### src/rtl/mult_sched_pkg.sv
// Shared types and constants for the multiplier scheduler.
package mult_sched_pkg;

    typedef enum logic [2:0] {
        IDLE,
        LOAD,
        RUN,
        DRAIN,
        RESP
    } state_t;

    typedef logic client_t;

    localparam int MUL_LAT_DEFAULT = 18;

endpackage

### src/rtl/rr_arb2.sv
// Two-way round-robin arbiter: a lone request always wins, a tie goes to the client not granted last.
// Single-cycle combinational grant; the last-grant pointer updates whenever a grant is issued.
module rr_arb2
    import mult_sched_pkg::*;
(
    input  logic       clk,
    input  logic       reset,
    input  logic [1:0] req,
    input  logic       en,
    output logic [1:0] gnt,
    output client_t    gnt_idx
);

    client_t last;

    always_comb begin
        gnt     = 2'b00;
        gnt_idx = 1'b0;
        if (en) begin
            case (req)
                2'b01: begin
                    gnt     = 2'b01;
                    gnt_idx = 1'b0;
                end
                2'b10: begin
                    gnt     = 2'b10;
                    gnt_idx = 1'b1;
                end
                2'b11: begin
                    gnt     = last ? 2'b01 : 2'b10;
                    gnt_idx = ~last;
                end
                default: begin
                    gnt     = 2'b00;
                    gnt_idx = 1'b0;
                end
            endcase
        end
    end

    // Reset to client 1 so client 0 wins the first tie.
    always_ff @(posedge clk) begin
        if (reset) begin
            last <= 1'b1;
        end else if (|gnt) begin
            last <= gnt_idx;
        end
    end

endmodule

### src/rtl/mult_sched.sv
// mult_sched: two-client scheduler for the shared shift-add multiplier; grant to response is MUL_LAT+3 cycles.
// Response is held until the owner's Rsp_Ready; MULT_SCHED_ZERO_BYPASS_EN lets zero-operand jobs skip the multiplier.
module mult_sched
    import mult_sched_pkg::*;
#(
    parameter int MUL_LAT = MUL_LAT_DEFAULT
) (
    input  logic        Clk,
    input  logic        Reset,
    input  logic        Req0,
    input  logic        Req1,
    input  logic [7:0]  Opa0,
    input  logic [7:0]  Opb0,
    input  logic [7:0]  Opa1,
    input  logic [7:0]  Opb1,
    output logic        Req_Ack0,
    output logic        Req_Ack1,
    output logic        Rsp_Valid0,
    output logic        Rsp_Valid1,
    input  logic        Rsp_Ready0,
    input  logic        Rsp_Ready1,
    output logic [15:0] Rsp_Prod,
    output logic [7:0]  Mul_Opa,
    output logic [7:0]  Mul_Opb,
    output logic        Mul_LoadB,
    output logic        Mul_Run,
    input  logic [15:0] Mul_Prod
);

    localparam int CW = $clog2(MUL_LAT + 1);

    state_t        state;
    state_t        state_nxt;
    logic [CW-1:0] cnt;
    client_t       owner;
    logic [1:0]    gnt;
    client_t       gnt_idx;
    logic          acked;
    logic          handshake;
    logic          arb_en;
    logic          zero_job;

    assign acked     = Req_Ack0 | Req_Ack1;
    assign handshake = (state == RESP) && (owner ? Rsp_Ready1 : Rsp_Ready0);
    // Arbitrating on the handshake cycle lets a registered ack land in the first IDLE cycle.
    assign arb_en    = ((state == IDLE) && !acked) || handshake;

`ifdef MULT_SCHED_ZERO_BYPASS_EN
    assign zero_job = (Mul_Opa == 8'd0) || (Mul_Opb == 8'd0);
`else
    assign zero_job = 1'b0;
`endif

    rr_arb2 u_arb (
        .clk     (Clk),
        .reset   (Reset),
        .req     ({Req1, Req0}),
        .en      (arb_en),
        .gnt     (gnt),
        .gnt_idx (gnt_idx)
    );

    always_comb begin
        state_nxt = state;
        case (state)
            IDLE:    if (acked) state_nxt = zero_job ? RESP : LOAD;
            LOAD:    state_nxt = RUN;
            RUN:     if (cnt == '0) state_nxt = DRAIN;
            DRAIN:   state_nxt = RESP;
            RESP:    if (handshake) state_nxt = IDLE;
            default: state_nxt = IDLE;
        endcase
    end

    always_ff @(posedge Clk) begin
        if (Reset) begin
            state    <= IDLE;
            cnt      <= '0;
            owner    <= 1'b0;
            Req_Ack0 <= 1'b0;
            Req_Ack1 <= 1'b0;
            Rsp_Prod <= '0;
            Mul_Opa  <= '0;
            Mul_Opb  <= '0;
        end else begin
            state    <= state_nxt;
            Req_Ack0 <= gnt[0];
            Req_Ack1 <= gnt[1];
            if (|gnt) begin
                owner   <= gnt_idx;
                Mul_Opa <= gnt_idx ? Opa1 : Opa0;
                Mul_Opb <= gnt_idx ? Opb1 : Opb0;
            end
            if (state == LOAD) begin
                cnt <= CW'(MUL_LAT - 1);
            end else if ((state == RUN) && (cnt != '0)) begin
                cnt <= cnt - CW'(1);
            end
            if ((state == RUN) && (cnt == '0)) begin
                Rsp_Prod <= Mul_Prod;
            end else if ((state == IDLE) && acked && zero_job) begin
                Rsp_Prod <= '0;
            end
        end
    end

    assign Mul_LoadB  = (state == LOAD);
    assign Mul_Run    = (state == RUN);
    assign Rsp_Valid0 = (state == RESP) && (owner == 1'b0);
    assign Rsp_Valid1 = (state == RESP) && (owner == 1'b1);

endmodule

### config.mk
export PLATFORM = sky130hd
export DESIGN_NAME = mult_sched
export DESIGN_NICKNAME = d
export VERILOG_FILES = /design/src/rtl/mult_sched_pkg.sv /design/src/rtl/rr_arb2.sv /design/src/rtl/mult_sched.sv
export SDC_FILE = /design/constraint.sdc
export NUM_CORES = 1
export LEC_CHECK = 0
export BUFFER_PORTS_ARGS = -buffer_cell sky130_fd_sc_hd__buf_4
export CORE_ASPECT_RATIO = 0.9
export CORE_UTILIZATION = 41
export DETAILED_ROUTE_END_ITERATION = 8
export PLACE_DENSITY = 0.72
export SYNTH_ARGS = -nofsm -noshare
export SYNTH_HDL_FRONTEND = slang
export SYNTH_HIERARCHICAL = 1
export SYNTH_SLANG_ARGS = --single-unit
### constraint.sdc
create_clock -name Clk -period 2.35 [get_ports Clk]
set_clock_uncertainty 0.05 [all_clocks]
set_input_delay 0.47 -clock Clk [delete_from_list [all_inputs] [get_ports Clk]]
set_output_delay 0.47 -clock Clk [all_outputs]
set_load 0.05 [all_outputs]
# --- Word level (Yosys, flattened, before mapping) ---
# Index checks and enable logic that the tools add are counted.
word_totals:
  register_bits: 44
  in_bits: 54
  wordCells: 53
op_classes:
  add_sub_neg: 1
  eq_ne: 10
  n_mux: 14
  bitwise_logic: 3
  reduce_logical: 15
op_table:
  columns: ["op", "n"]
  rows:
  - ["8-bit 2-to-1 mux", 2]
  - ["3-bit one-hot mux with 5 select lines", 1]
  - ["5-bit 2-to-1 mux", 2]
  - ["3-bit 2-to-1 mux", 3]
  - ["3-bit by 2-bit == test with 1-bit output, second input constant", 2]
  - ["1-bit logical AND", 6]
  - ["2-bit one-hot mux with 3 select lines", 1]
  - ["5-bit logical NOT", 1]
  - ["5-bit nonzero test", 1]
  - ["5-bit by 1-bit subtractor with 5-bit output, second input constant", 1]
  - ["2-bit == test, second input constant", 2]
  - ["2-bit 2-to-1 mux", 2]
  - ["2-bit != test, second input constant", 2]
  - ["2-bit OR reduction", 2]
  - ["3-bit by 1-bit == test with 1-bit output, second input constant", 1]
  - ["3-bit == test, second input constant", 1]
  - ["3-bit logical NOT", 1]
  - ["3-bit AND reduction", 1]
  - ["2-bit by 1-bit == test with 1-bit output, second input constant", 1]
  - ["1-bit 2-to-1 mux", 2]
  - ["2-bit by 1-bit != test with 1-bit output, second input constant", 1]
  - ["1-bit inverter", 2]
  - ["1-bit one-hot mux with 2 select lines", 1]
  - ["2-bit nonzero test", 1]
  - ["3 further kinds", 3]

# --- Logic depth before layout (Yosys ltp) ---
depth:
  depth_word: 6
  mapped_depth: 11
  depth_no_buf: 8

# --- By module ---
# The synthesis kept the hierarchy.
by_module_without_submodules:
  columns: ["module", "n_inst", "cells_per_inst", "area_each_um2"]
  rows:
  - ["mult_sched", 1, 206, 1873.0]
  - ["rr_arb2", 1, 9, 63.8]

# --- Least setup slack after synthesis ---
# OpenSTA, ideal clock, no wires.
synth_timing:
  path_kind: "reg2reg"
  start: "register Req_Ack1"
  end: "register Mul_Opa[0]"
  setup_ps: 138
  arrival_ps: 2135
  path_slack_ps: 28
  stages_incl_launch_ff: 10
  n_path_buf: 2
  synth_period_minus_slack_ps: 2322
  cell_sequence: "dfxtp_1 nor3_1 a21oi_1 nor3_1 nand2_1 a21oi_1 clkbuf_1 buf_2 mux2i_1 a211oi_1"
synth_via:
  elab_chain_cells: 6
synth_rtl:
  columns: ["element", "line_no", "text"]
  rows:
  - ["from (decl)", "mult_sched.sv:17", "output logic Req_Ack1,"]
  - ["from (signal assigned)", "mult_sched.sv:88", "Req_Ack1 <= gnt[1];"]
  - ["1-bit bitwise OR", "mult_sched.sv:43", "assign acked = Req_Ack0 | Req_Ack1;"]
  - ["1-bit logical NOT", "mult_sched.sv:46", "assign arb_en = ((state == IDLE) && !acked) || handshake;"]
  - ["1-bit logical AND", "mult_sched.sv:46", null]
  - ["1-bit logical OR", "mult_sched.sv:46", null]
  - ["net arb_en", "mult_sched.sv:40", "logic arb_en;"]
  - ["1-bit 2-to-1 mux", "rr_arb2.sv:19", "if (en) begin"]
  - ["net gnt_idx", "mult_sched.sv:37", "client_t gnt_idx;"]
  - ["8-bit 2-to-1 mux", "mult_sched.sv:91", "Mul_Opa <= gnt_idx ? Opa1 : Opa0;"]
  - ["to (signal assigned)", "mult_sched.sv:91", null]
  - ["to (decl)", "mult_sched.sv:23", "output logic [7:0] Mul_Opa,"]
# The timed path passes the listed nets, and every way through them passes these cells.
# A chain may end at the register's enable or synchronous reset.

# --- Worst setup path in the final report ---
layout_timing:
  start: "register state[1]"
  end: "output Mul_Run"
layout_via:
  elab_chain_cells: 1
layout_rtl:
  columns: ["element", "line_no", "text"]
  rows:
  - ["from (decl)", "mult_sched.sv:32", "state_t state;"]
  - ["from (signal assigned)", "mult_sched.sv:86", "state <= state_nxt;"]
  - ["3-bit by 2-bit == test with 1-bit output", "mult_sched.sv:108", "assign Mul_Run = (state == RUN);"]
  - ["to (decl)", "mult_sched.sv:26", "output logic Mul_Run,"]
# Every way passes these cells.

==> results by group <==
Critical path
  • R2R depth: 9
  • Worst setup SP type: register
  • CP max stage delay: ~510 ps
  • R2r startpoint: state[2]$_SDFFE_PP0P_
  • Setup CP Type: register to output pin
  • Worst R2R End: owner$_SDFFE_PP0P_
  • WP data required: ~1800 ps
  • Worst path cell trace: or3b_4 > inv_1 > buf_4
  • CP arrival: between 1500 and 2000 ps
  • Reg2reg setup slack: 310 ps
  • Setup crit end kind: output pin
  • CP Max Fanout: 21
  • CP max stage cell: or3b_4

Cells and area
  • Finished Layout Cells: 360
  • End-of-flow core utilization: 61.2%
  • Layout net count: around 350
  • # diodes: 0
  • Layout area overhead: 41.9%
  • Final instance area: 2750 sq um
  • Share of cells above drive strength 1: a little under two fifths

Global routing
  • Largest net degree at the start of global routing: between 40 and 50
  • Layer with the highest usage: met2
  • GRT met2 Usage: about a third
  • Met3 usage: under 10%
  • First-pass GRT wire length: ~7 mm
  • GR Layer Usage met1: 21.2%
  • Initial antenna violation count: 0
  • Vias in the first global route: 1700
  • Total gr overflow: 0
  • Total GRT Usage: ~18%

Floorplan
  • I/O pin count: 92
  • Initial Utilization: between 40 and 50%
  • Die X: ~74 um
  • Area of the die: 5000 sq um
  • Die H: around 67 um
  • FP Rows: 23
  • Placeable Area: around 4500 sq um

Min path
  • Worst hold path type: input pin to register
  • Hold worst-path end: Rsp_Prod[8]$_SDFFE_PP0P_
  • Hold Path Depth: 3
  • Hold Path Origin: Mul_Prod[8]

Clock tree
  • Root buffer cell: clkbuf_8
  • Max Buffers Root-to-Sink: 2
  • Worst-path clk slew: roughly 80 ps
  • Worst-skew pair later-pin latency: slightly below 300 ps
  • Clock buffer count from CTS: 5
  • Post-CTS Hold Buffers: 0
  • CTS HTree Levels: 2
  • # clock sinks: 44
  • TritonCTS clock tree: yes

Timing
  • Tcrit/Tclk final: around 93%
  • RSZ-0062 raised after global routing: no
  • Max-slew violations: 0
  • Tightest Pin Transition: between 400 and 500 ps
  • Final Setup Violations: 0
  • Final Hold Viols: 0
  • Final worst hold slack: ~380 ps
  • Slew margin rel.: 68.6%
  • Min Tclk post-route: between 2000 and 2500 ps
  • Setup Total Neg Slack: 0 ps
  • FMAX: 0.458 GHz

Routing
  • Final wirelength: between 4 and 5 mm
  • Antenna-violating nets left: 0
  • Drt wl/cell: ~12 um
  • Vias/cell: 5.08
  • Total number of vias: 1830
  • DRC: 0
  • DR pass1 iterations: 4
  • Initial DRC Count: 101

Power and ir drop
  • Switching share of power: 47.9%
  • Leakage: ~1.2 nW
  • Max VDD drop: about 650 uV
  • Internal power: around 0.0020 W
  • Pwr per Cell Area: approximately 1400 nW/um^2
  • Combinational share of power: slightly below 60%
  • NetSw: between 0.0015 and 0.002 W
  • Clk pwr share: 12.4%
  • Reg power frac: 30.0%

Synthesis
  • Post-synthesis sequential area ratio: a little under half
  • Synthesized area: 1940 sq um
  • Yosys cell types: 34
  • Register bit total from synthesis: 44
  • Asr flop ratio synth: 0%
  • Synth Instances: approximately 220
  • Top_reg_cell synth: dfxtp_1
  • Syn Area/Cell: about 9 sq um
  • Syn Nets: 270
  • Yosys warns: 6
  • Number of flops mapped to enable cells by yosys: 0

Placed design
  • Placed cells: ~350
  • Detailed-placement wirelength estimate: 3.26 mm
  • Gpl congestion: 0.764
  • Area after DPL: 2660 sq um
  • IO buf count: a little over 90

Job
  • Max Cap Violations: 0

Outcome
  • Status: finished clean
[worst max-delay path: cells and delay by family (launching register included)]
kind          cells  cell delay [ps]
buf+inv           2              450
flops             1              420
simple gates      1              510
[power groups by stage]
| stage | logic (W) | registers, W | clock network [W] |
|---|---|---|---|
| CTS | 0.00222 | 0.00115 | 0.000493 |
| global placement | 0.00221 | 0.00116 | 0 |
| finish | 0.00221 | 0.00115 | 0.000474 |
| floorplan | 0.00100 | 0.00175 | 0 |
| detailed placement | 0.00222 | 0.00116 | 0 |
| global route | 0.00240 | 0.00117 | 0.000517 |
[what timing repair did]
item                       CTS  global route
resized for setup            0             1
setup endpoints to repair    0             1
buffers inserted             0             0
[sequential cells by signal (all words and copies together) (netlist names)]
register and cells:
cnt 5, Rsp_Prod 16, owner 1, Mul_Opb 8, state 3, Mul_Opa 8, Req_Ack1 1, Req_Ack0 1
u_arb/last 1
[per-stage QoR]
step / worst slack [ps] / power (W)
after floorplan: 27.9 / 0.00275
after global placement: 241 / 0.00336
after detailed placement: 195 / 0.00338
after CTS: 67.0 / 0.00386
after global routing: 16.8 / 0.00409
final: 165 / 0.00383
[routing by layer]
layer	vias up	wire [um]
li1	937	-
met1	799	1970
met2	89	2030
met3	5	452
met4	0	35
met5	-	0
[synthesized netlist by cell type (2+ instances only)]
cell type	n	area (sq um)
inv_1	5	18.8
mux2_2	2	22.5
mux2i_1	17	170
nor2_1	20	75.1
o21ai_0	17	85.1
buf_6	3	33.8
nor2b_1	2	12.5
buf_2	4	20.0
nand2_1	3	11.3
nand3_1	17	85.1
nor3_1	6	30.0
clkbuf_1	14	52.6
dfxtp_1	44	881
a21oi_1	24	120
a211oi_1	18	135
[cell families after synthesis]
| kind of cell | synth area share, % |
|---|---|
| and+or+nand+nor | 16.8 |
| muxes | 9.95 |
| AOI/OAI and AO/OA | 20.0 |
| adders and majority gates | 0.646 |
| DFF | 45.5 |
| buffers and inverters | 6.65 |
| xor gates and xnor gates | 0.452 |
[layout make-up]
class	count	area, sq um
Fill cell	430	1740
Multi-Input combinational cell	144	931
Timing Repair Buffer	96	746
Clock buffer	8	90.1
Inverter	6	22.5
Tap cell	62	77.6
Sequential cell	44	882
[cell usage in the layout (no fill, tap or decap), drive strengths merged, types with 3 or more instances in the layout]
cell type / synthesis / routed
clkbuf: 14 / 8
dfxtp: 44 / 44
o21ai: 17 / 17
nor2: 20 / 20
nand2: 3 / 3
buf: 7 / 96
mux2i: 17 / 17
a21oi: 24 / 24
a211oi: 19 / 19
nand3: 17 / 17
inv: 6 / 6
nor3: 6 / 6
[worst max path at each step]
stage | to | slack (ps) | start
final | Mul_Run | 160 | state[1]$_SDFFE_PP0P_
after global routing | owner$_SDFFE_PP0P_ | 20 | state[2]$_SDFFE_PP0P_
after CTS | Mul_Run | 70 | state[1]$_SDFFE_PP0P_
after detailed placement | owner$_SDFFE_PP0P_ | 190 | Rsp_Ready1
after global placement | owner$_SDFFE_PP0P_ | 240 | Rsp_Ready1
after floorplan | Mul_Opa[0]$_SDFFE_PP0P_ | 30 | Req_Ack1$_SDFF_PP0_
Note: power is estimated with default switching activity, not from simulation.
